$ cat src/rtl/d_latch_ctrl_pkg.sv
// Shared types for the latch bank write controller: FSM state encoding.
package d_latch_ctrl_pkg;

    localparam int STATE_W = 2;

    typedef enum logic [STATE_W-1:0] {
        IDLE   = 2'd0,
        SETUP  = 2'd1,
        ENABLE = 2'd2,
        HOLD   = 2'd3
    } state_t;

endpackage

$ cat src/rtl/rr_priority_picker.sv
// Combinational requester picker: first set REQ bit at or above start_ptr, wrapping.
// A start_ptr of zero gives plain lowest-index-wins priority.
module rr_priority_picker #(
    parameter int N_REQ = 4,
    parameter int IDX_W = $clog2(N_REQ)
) (
    input  logic [N_REQ-1:0] req,
    input  logic [IDX_W-1:0] start_ptr,
    output logic [N_REQ-1:0] win_oh,
    output logic [IDX_W-1:0] win_idx
);

    logic found;
    int   idx;

    always_comb begin
        win_oh  = '0;
        win_idx = '0;
        found   = 1'b0;
        idx     = 0;
        for (int k = 0; k < N_REQ; k++) begin
            idx = (int'(start_ptr) + k) % N_REQ;
            if (!found && req[idx]) begin
                found       = 1'b1;
                win_oh[idx] = 1'b1;
                win_idx     = IDX_W'(idx);
            end
        end
    end

endmodule

$ cat src/rtl/d_latch_bank_arbiter.sv
// Arbitrates N_REQ writers onto one gated-D latch bank with a setup/enable/hold sequence.
// Optional ROUND_ROBIN_EN macro: rotating priority; undefined gives fixed lowest-index priority.
//
// state  | meaning
// IDLE   | arbitrate; on any REQ capture winner's word and grant
// SETUP  | D stable, E low
// ENABLE | E high for EN_CYCLES cycles
// HOLD   | E low, D held, ACK to winner
module d_latch_bank_arbiter
    import d_latch_ctrl_pkg::*;
#(
    parameter int N_REQ     = 4,
    parameter int WIDTH     = 8,
    parameter int EN_CYCLES = 2
) (
    input  logic                   CLK,
    input  logic                   RST,
    input  logic [N_REQ-1:0]       REQ,
    input  logic [N_REQ*WIDTH-1:0] DATA,
    output logic [N_REQ-1:0]       GNT,
    output logic [N_REQ-1:0]       ACK,
    output logic                   BUSY,
    output logic [WIDTH-1:0]       LATCH_D,
    output logic                   LATCH_E
);

    localparam int IDX_W = $clog2(N_REQ);
    localparam int CNT_W = $clog2(EN_CYCLES + 1);

    state_t           state_q, state_d;
    logic [CNT_W-1:0] cnt_q, cnt_d;
    logic [N_REQ-1:0] gnt_q, gnt_d;
    logic [N_REQ-1:0] ack_q, ack_d;
    logic             busy_q, busy_d;
    logic [WIDTH-1:0] ldata_q, ldata_d;
    logic             len_q, len_d;

    logic [N_REQ-1:0] win_oh;
    logic [IDX_W-1:0] win_idx;
    logic [IDX_W-1:0] start_ptr;

    rr_priority_picker #(
        .N_REQ (N_REQ),
        .IDX_W (IDX_W)
    ) u_picker (
        .req       (REQ),
        .start_ptr (start_ptr),
        .win_oh    (win_oh),
        .win_idx   (win_idx)
    );

`ifdef ROUND_ROBIN_EN
    logic [IDX_W-1:0] ptr_q, ptr_d;

    assign start_ptr = ptr_q;

    always_comb begin
        ptr_d = ptr_q;
        if (state_q == IDLE && |REQ) begin
            ptr_d = (win_idx == IDX_W'(N_REQ - 1)) ? '0 : win_idx + IDX_W'(1);
        end
    end

    always_ff @(posedge CLK) begin
        if (RST) ptr_q <= '0;
        else     ptr_q <= ptr_d;
    end
`else
    assign start_ptr = '0;
`endif

    always_comb begin
        state_d = state_q;
        cnt_d   = cnt_q;
        gnt_d   = gnt_q;
        ack_d   = '0;
        ldata_d = ldata_q;
        len_d   = 1'b0;
        case (state_q)
            IDLE: begin
                gnt_d = '0;
                if (|REQ) begin
                    state_d = SETUP;
                    gnt_d   = win_oh;
                    ldata_d = DATA[int'(win_idx)*WIDTH +: WIDTH];
                end
            end
            SETUP: begin
                state_d = ENABLE;
                len_d   = 1'b1;
                cnt_d   = CNT_W'(EN_CYCLES);
            end
            ENABLE: begin
                // cnt_q == 1 marks the final E-high cycle
                if (cnt_q == CNT_W'(1)) begin
                    state_d = HOLD;
                    ack_d   = gnt_q;
                end else begin
                    cnt_d = cnt_q - CNT_W'(1);
                    len_d = 1'b1;
                end
            end
            HOLD: begin
                state_d = IDLE;
                gnt_d   = '0;
            end
            default: begin
                state_d = IDLE;
                gnt_d   = '0;
            end
        endcase
        busy_d = (state_d != IDLE);
    end

    always_ff @(posedge CLK) begin
        if (RST) begin
            state_q <= IDLE;
            cnt_q   <= '0;
            gnt_q   <= '0;
            ack_q   <= '0;
            busy_q  <= 1'b0;
            ldata_q <= '0;
            len_q   <= 1'b0;
        end else begin
            state_q <= state_d;
            cnt_q   <= cnt_d;
            gnt_q   <= gnt_d;
            ack_q   <= ack_d;
            busy_q  <= busy_d;
            ldata_q <= ldata_d;
            len_q   <= len_d;
        end
    end

    assign GNT     = gnt_q;
    assign ACK     = ack_q;
    assign BUSY    = busy_q;
    assign LATCH_D = ldata_q;
    assign LATCH_E = len_q;

endmodule

$ cat config.mk
export PLATFORM = sky130hd
export DESIGN_NAME = d_latch_bank_arbiter
export DESIGN_NICKNAME = d
export VERILOG_FILES = /design/src/rtl/d_latch_ctrl_pkg.sv /design/src/rtl/rr_priority_picker.sv /design/src/rtl/d_latch_bank_arbiter.sv
export SDC_FILE = /design/constraint.sdc
export NUM_CORES = 1
export LEC_CHECK = 0
export ABC_AREA = 1
export BUFFER_PORTS_ARGS = -buffer_cell sky130_fd_sc_hd__buf_2
export CAP_MARGIN = 0
export CORE_MARGIN = 5
export CORE_UTILIZATION = 42
export DETAILED_ROUTE_END_ITERATION = 8
export PLACE_DENSITY = 0.75
export SKIP_LAST_GASP = 1
export SLEW_MARGIN = 20
export SYNTH_ARGS = -nofsm -noshare
export SYNTH_HDL_FRONTEND = slang
export SYNTH_SLANG_ARGS = --single-unit
export TNS_END_PERCENT = 100
$ cat constraint.sdc
create_clock -name CLK -period 1.4 [get_ports CLK]
set_clock_uncertainty 0.1 [all_clocks]
set_input_delay 0.35 -clock CLK [delete_from_list [all_inputs] [get_ports CLK]]
set_output_delay 0.35 -clock CLK [all_outputs]
set_load 0.1 [all_outputs]
======== Word level (Yosys, flattened, before mapping) ========
Index checks and enable logic that the tools add are counted.
storage, ports and cells
  bits in registers ....................... 22
  latch bits .............................. 0
  bits in writable memories ............... 0
  bits in read-only memories .............. 0
  input bits .............................. 38
  output and inout port bits .............. 18
  word-level logic and storage cells ...... 49
  memories ................................ 0
operators by class
  add/subtract/negate cells ............... 1
  multiply operators ...................... 0
  divide/modulo/power cells ............... 0
  order comparisons ....................... 0
  equality and inequality tests ........... 5
  shifts and indexed selects .............. 1
  muxes and demuxes ....................... 19
  bitwise operators ....................... 2
  reduce and logical (&&, ||, !) cells .... 14
operator list
  operator                                             count
  variable part select 32 x 6 -> 8 bit                 1
  2-to-1 mux 2 bit                                     6
  2-to-1 mux 4 bit                                     2
  one-hot mux 2 bit (4 select lines)                   1
  one-hot mux 4 bit (2 select lines)                   1
  2-to-1 mux 1 bit                                     6
  nonzero test 2 bit                                   3
  equality test 2 x 1 -> 1 bit, second input constant  2
  equality test 2 bit, second input constant           2
  one-hot mux 2 bit (2 select lines)                   1
  AND reduction 2 bit                                  2
  OR reduction 4 bit                                   1
  logical AND 1 bit                                    3
  zero test 1 bit                                      3
  2-to-1 mux 3 bit                                     1
  OR reduction 3 bit                                   1
  zero test 2 bit                                      1
  inequality test 2 bit, second input constant         1
  inverter 1 bit                                       2
  one-hot mux 1 bit (2 select lines)                   1
  subtractor 2 x 1 -> 2 bit, second input constant     1

======== Logic depth before layout (Yosys ltp) ========
Gate-level depths: netlist of run 1.
  depth in word-level cells ............... 12
  mapped depth ............................ 10

======== Modules after synthesis ========
From an unflattened synthesis of run 1, not the netlist that was laid out.
second synthesis, totals
  cells, all modules ...................... 289
  area, all modules ....................... 1839.3 um^2
by module, submodules not included
  module                instances  cells an instance  area each (um^2)
  d_latch_bank_arbiter  1          216                1400.1
  rr_priority_picker    1          73                 439.2

======== Least setup slack after synthesis of run 1 ========
OpenSTA, ideal clock, no wires.
  path kind ............................... flip-flop to flip-flop
  start ................................... register, netlist name LATCH_D[0]
  end ..................................... register ldata_q[0] (netlist: LATCH_D[0])
  library setup time ...................... 65 ps
  data arrival time ....................... 1234 ps
  data required time ...................... 1235 ps
  setup slack ............................. 1 ps
  cell stages (with the launch flop) ...... 3
  buffers on the path ..................... 0
  clock period less this slack ............ 1399 ps
  cells stage by stage .................... dfxtp_1 o21ai_0 nor2_1
RTL lines
  element                 line                         text
  end signal: assignment  d_latch_bank_arbiter.sv:130  ldata_q <= ldata_d;
  end: declaration        d_latch_bank_arbiter.sv:35   logic [WIDTH-1:0] ldata_q, ldata_d;

======== Worst setup path in the final report of run 1 ========
  start ................................... register state_q[1]
  end ..................................... register ldata_q[2] (netlist: LATCH_D[2])
between the ends
  cells in the longest elaborated chain, start to end .. 2
ends and longest elaborated chain
  element                        line                         text
  start: declaration             d_latch_bank_arbiter.sv:30   state_t state_q, state_d;
  start signal: assignment       d_latch_bank_arbiter.sv:125  state_q <= state_d;
  zero test 2 bit                d_latch_bank_arbiter.sv:79   case (state_q)
  AND reduction 2 bit (no line)  --
No other way between the ends.
A chain may end at the register's enable or synchronous reset.

==> impl_metrics.yaml, run 1 <==
run_status:
  outcome: "complete, no violations"
grt:
  grt_pass1_wl_mm: 5.20
  grtUsageTotal_pct: 15.6
  grt_pass1_vias: 1261
  met1_usage_pct: 16.3
  gr-total-overflow: 0
  busiest_layer: "met2"
  grtUsageMet2_pct: 29.0
  grtUsageMet3_pct: 3.91
  grt_max_degree: 26
  antenna_found_initial: 0
worst_setup_path:
  crit_path_max_incr_delay_ns: 0.36
  slowest_stage: "dfxtp_2"
  crit_fanout: 8
  arrival_ns: 1.51
  end_kind: "register"
  startpoint_type: "register"
  crit_chain: "inv_2, ha_4, a21boi_4, buf_12, nand2_1, nor2_1, nor2_1"
  crit_type: "register to register"
  required_ns: 1.51
  crit_path_frequent_cell: "nor2_1"
logic_synthesis:
  synthDominantAreaCellType: "dfxtp_1"
  syn_nets: 255
  ys_types: 20
  syn_avg_cell_area_um2: 6.22
  ys_ff_latch: 22
  ys_top_cells_by_area: "dfxtp_1, nand2_1, inv_1"
  yosysSeqAreaShare_pct: 33.6
  synth_area_um2: 1310
  synth_edf_count: 0
  synth_async_sr_flop_share_pct: 0
  synth_flop_cell: "dfxtp_1"
  synth_common_cells: "nand2_1, inv_1, nor2_1, dfxtp_1, o21ai_0"
  synth_cells: 211
  synth_top_area_share_pct: 33.6
  yosysMostFrequentCell: "nand2_1"
  synth_warnings: 0
timing:
  min_period_over_period_pct: 100
  finalHoldViolCount: 0
  fin_ws_ns: 0.000280
  setup_violations: 0
  drv_slew: 0
  finalCriticalPeriod_ns: 1.40
  rsz0062_at_grt: "yes"
  worst_slew_pin_slew_ns: 0.393
  fmax_mhz: 714
  max-slew-margin-rel_pct: 73.8
  setup-tns-final_ns: 0
place:
  place_hpwl_mm: 2.62
  place_congestion: 0.862
  placed_area_um2: 1990
  portBuffers: 55
  place_ws_ns: -0.196
  place_inst: 317
power:
  power.internal_w: 0.00173
  power_density_nw_per_um2: 1450
  switching_power_w: 0.00138
  p_leak_nw: 1.18
  p_comb_share_pct: 55.9
  p_seq_share_pct: 28.1
  ir_worst_vdd_mv: 0.927
  clockPowerShare_pct: 16.0
  power_w: 0.00311
  switching_share_pct: 44.3
layout:
  stdcell_count: 324
  regArea_um2: 450
  drive_gt1_share_pct: 35.0
  final_net_count: 325
  synthToLayoutAreaGrowth_pct: 63.6
  antenna_cells: 0
  post-route-cell-area_um2: 2150
  fillers: 260
  multi_input_area_um2: 706
clock_network:
  cts_buffer_depth: 2
  clkLatencyLatePin_ns: 0.32
  root_buffer: "clkbuf_4"
  cts_buffers: 3
  ctsHtreeMaxLevel: 1
  cts_tree: "built"
  cts_hold_buf: 0
  clk_pin_slew_ns: 0.14
  cts_sinks: 22
job:
  drv_cap: 0
floorplan:
  initial_core_util_pct: 43.3
  io_pins: 56
  die_w_um: 65.9
  placementRows: 20
  dieArea_um2: 4340
  coreArea_um2: 3030
  dieHeight_um: 65.9
detailed_routing:
  post_drt_wl_per_cell_um: 11.0
  drc: 0
  via_per_inst: 4.60
  ant_nets: 0
  drt_iter0_drc: 40
  route.vias.total: 1492
  drt-pass1-iter-count: 4
  finalWirelength_mm: 3.56
worst_hold_path:
  hp-class: "input pin to register"
-- final cells by class --
class                   instances  share of cell area (%)
repair buffers                 70                    32.6
multi-input cells             136                    32.9
clock buffers                   3                    1.05
well taps                      44                    2.56
flip-flops and latches         22                    21.0
inverters                      48                    8.51
clock inverters                 1                    1.40
-- metrics by stage --
| step | utilization (%) | hold slack [ns] |
|---|---|---|
| floorplan | - | 0.332 |
| global placement | 65.7 | 0.350 |
| detailed placement | 65.7 | 0.349 |
| CTS | 67.6 | 0.271 |
| global route | 70.9 | 0.277 |
| finish | 70.9 | 0.272 |
-- per-layer routing --
metal / wire, um / part of all wire [%]
met5: 0 / 0
met4: 46 / 1.3
met3: 285 / 8.0
met2: 1920 / 54
met1: 1300 / 37
-- state kept, by name, summed over array words and instances (netlist names) --
name	count
LATCH_D	8
cnt_q	2
GNT	4
LATCH_E	1
BUSY	1
ACK	4
state_q	2
-- worst paths after layout --
path | cells past startpoint | to | slack (ns) | startpoint
worst max-delay path | 7 | LATCH_D[2] | 0.0003 | state_q[1]
worst min-delay path | 5 | LATCH_D[4] | 0.27 | DATA[28]
worst max register to register | 7 | LATCH_D[2] | 0.0003 | state_q[1]
worst min register to register | 1 | cnt_q[0] | 0.37 | cnt_q[0]
-- placed cells by master, fill, tap and decap left out, types with 3 or more instances in the layout --
master / Yosys / final
o22ai_1: 4 / 4
inv_1: 48 / 46
clkbuf_4: 0 / 3
dfxtp_2: 0 / 8
buf_12: 0 / 20
ha_1: 6 / 4
nand2_1: 55 / 52
buf_2: 1 / 37
nor2_1: 32 / 29
nand3_1: 9 / 9
dfxtp_1: 22 / 14
buf_4: 1 / 12
a21oi_1: 10 / 10
o21ai_0: 13 / 12
nor2_2: 1 / 3
-- logic make-up after synthesis --
family                   Yosys count  share of synthesized area, %
AND/OR/NAND/NOR                  100                          31.5
adder cells (fa/ha/maj)            6                          5.72
buffers and inverters             53                          16.7
AO/OA/AOI/OAI                     30                          12.6
flip-flops                        22                          33.6
-- power groups by stage --
stage               logic (W)  registers (W)  clock network [W]
floorplan            0.000401        0.00142                  0
global placement      0.00155       0.000868                  0
detailed placement    0.00157       0.000870                  0
CTS                   0.00158       0.000864           0.000498
global route          0.00185       0.000889           0.000525
finish                0.00174       0.000874           0.000498
-- timing repair --
action	in CTS	in global routing
gates resized for setup	3	22
endpoints found under the setup margin	3	17
pin swaps	0	7
cloned	0	1
buffers inserted	0	2
-- worst max-delay path: cells and delay by family (launching register included) --
kind | cells | cell delay [ns]
and+or+nand+nor | 3 | 0.21
DFF | 1 | 0.36
AOI/OAI and AO/OA | 1 | 0.24
adders and majority gates | 1 | 0.13
buffers and inverters | 2 | 0.25
Note: power is estimated with default switching activity, not from simulation.
==> inputs of run 2 (changes only) <==
--- a/config.mk
+++ b/config.mk
@@ -9,9 +9,9 @@
 export BUFFER_PORTS_ARGS = -buffer_cell sky130_fd_sc_hd__buf_2
 export CAP_MARGIN = 0
 export CORE_MARGIN = 5
-export CORE_UTILIZATION = 42
+export CORE_UTILIZATION = 51
 export DETAILED_ROUTE_END_ITERATION = 8
-export PLACE_DENSITY = 0.75
+export PLACE_DENSITY = 0.85
 export SKIP_LAST_GASP = 1
 export SLEW_MARGIN = 20
 export SYNTH_ARGS = -nofsm -noshare
==> constraint.sdc (replaced) <==
create_clock -name CLK -period 1.65 [get_ports CLK]
set_clock_uncertainty 0.1 [all_clocks]
set_input_delay 0.4125 -clock CLK [delete_from_list [all_inputs] [get_ports CLK]]
set_output_delay 0.4125 -clock CLK [all_outputs]
set_load 0.1 [all_outputs]
==> run 2 against run 1 <==
Effect of this change:
- design area down 20%
- via count down 2.5%
- non-clock buffer count decreased by 7
- die area fell by 15%
- critical path depth is 6 lower
==> impl_metrics.yaml, run 2 (synthesis results as in run 1) <==
layout:
  fillers: 245
  final_net_count: 318
  layout_commonest_cell: "nand2_1"
  utilization_pct: 69.4
  final_cell_mix: "nand2_1, buf_2, inv_1"
  drive_gt1_share_pct: 26.7
  synthToLayoutAreaGrowth_pct: 31.0
  antenna_cells: 0
  largest_register_ff_count: 8
timing:
  rsz0062_at_grt: "no"
  finalHoldViolCount: 0
  setup-tns-final_ns: 0
  fmax_mhz: 625
  drv_slew: 0
  finalCriticalPeriod_ns: 1.60
  worst_slew_pin_slew_ns: 0.491
  holdWs_ns: 0.298
  setup_violations: 0
  min_period_over_period_pct: 96.9
  max-slew-margin-rel_pct: 67.5
floorplan:
  io_pins: 56
  initial_core_util_pct: 53.0
  placementRows: 18
  dieHeight_um: 60.7
  die_w_um: 60.7
  coreArea_um2: 2480
  dieArea_um2: 3690
grt:
  gr-total-overflow: 0
  antenna_found_initial: 0
  grt_pass1_wl_mm: 5.44
  grt_pass1_vias: 1379
  grt_max_degree: 17
  grtUsageTotal_pct: 19.0
detailed_routing:
  via_per_inst: 4.80
  drc: 0
  post_drt_wl_per_cell_um: 10.6
  drt_iter0_drc: 33
  drt-pass1-iter-count: 4
  finalWirelength_mm: 3.22
  ant_nets: 0
  route.vias.total: 1455
worst_setup_path:
  slowest_stage: "buf_2"
  crit_buf_inv: 1
  crit_fanout: 2
  end_kind: "output port"
  crit_path_max_incr_delay_ns: 0.43
  arrival_ns: 1.09
  critPathTopFamily: "buffers and inverters"
  crit_type: "register to output port"
  crit_chain: "buf_2"
  required_ns: 1.14
  startpoint_type: "register"
clock_network:
  clk_pin_slew_ns: 0.12
  ctsHtreeMaxLevel: 1
  clkLatencyLatePin_ns: 0.30
  cts_buffers: 3
  cts_sinks: 22
  cts_buffer_depth: 2
  cts_tree: "built"
  root_buffer: "clkbuf_4"
  cts_hold_buf: 0
run_status:
  outcome: "complete, no violations"
power:
  clockPowerShare_pct: 18.5
  p_leak_nw: 1.05
  p_comb_share_pct: 50.4
  switching_power_w: 0.00105
  power.internal_w: 0.00114
  p_seq_share_pct: 31.0
  switching_share_pct: 47.8
  power_density_nw_per_um2: 1270
  ir_worst_vdd_mv: 0.902
worst_hold_path:
  hp-class: "input pin to register"
place:
  portBuffers: 55
  place_hpwl_mm: 2.62
  place_congestion: 0.881
job:
  drv_cap: 0
[run 2: cell types whose count changed in the layout (fill, tap and decap cells not counted), moves of 5 or more]
cell     before  now
buf_12       20    1
buf_2        37   52
dfxtp_1      14   22
dfxtp_2       8    0
buf_4        12    7
[run 2: what timing repair did]
action,in CTS,in global routing
endpoints found under the setup margin,0,3
endpoints found under the hold margin,0,0
resized for setup,0,3
setup buffers,0,0
[run 2: power groups by stage]
| stage | Combinational (W) | Sequential (W) | Clock (W) |
|---|---|---|---|
| 2_1_floorplan | 0.000340 | 0.00121 | 0 |
| 5_1_grt | 0.00119 | 0.000689 | 0.000444 |
| 4_1_cts | 0.00110 | 0.000679 | 0.000414 |
| 3_3_place_gp | 0.00107 | 0.000690 | 0 |
| 6_report | 0.00110 | 0.000679 | 0.000405 |
| 3_5_place_dp | 0.00109 | 0.000691 | 0 |
[run 2: per-layer routing]
| metal | wire length, um | vias up | global-route usage [%] |
|---|---|---|---|
| li1 | - | 754 | - |
| met1 | 1220 | 633 | 19.7 |
| met2 | 1630 | 60 | 36.3 |
| met3 | 316 | 8 | 5.32 |
| met4 | 59 | 0 | 5.88 |
| met5 | 0 | - | 0 |
[run 2: cell type report]
type / instances / area [um2] / share of cell area [%]
repair buffers: 63 / 355 / 20.7
multi-input cells: 136 / 653 / 38.0
flip-flops and latches: 22 / 440 / 25.6
clock inverters: 1 / 30.0 / 1.75
well taps: 30 / 37.5 / 2.18
clock buffers: 3 / 22.5 / 1.31
inverters: 48 / 180 / 10.5
[run 2: metrics by stage]
stage	power (W)	instances	area [um2]	setup slack (ns)
floorplan	0.00155	211	1310	0.213
global placement	0.00177	299	1660	0.107
detailed placement	0.00178	299	1660	0.0808
CTS	0.00219	303	1710	0.0288
global route	0.00233	303	1720	0.000358
finish	0.00219	303	1720	0.0508
[run 2: path summary, 6_finish.rpt]
path / start / to / slack (ns) / cells after the start
setup / recovery: LATCH_D[5] / LATCH_D[5] / 0.05 / 1
hold / removal: REQ[2] / GNT[2] / 0.30 / 3
setup reg to reg: state_q[0] / LATCH_D[5] / 0.17 / 6
hold reg to reg: GNT[0] / ACK[0] / 0.36 / 2
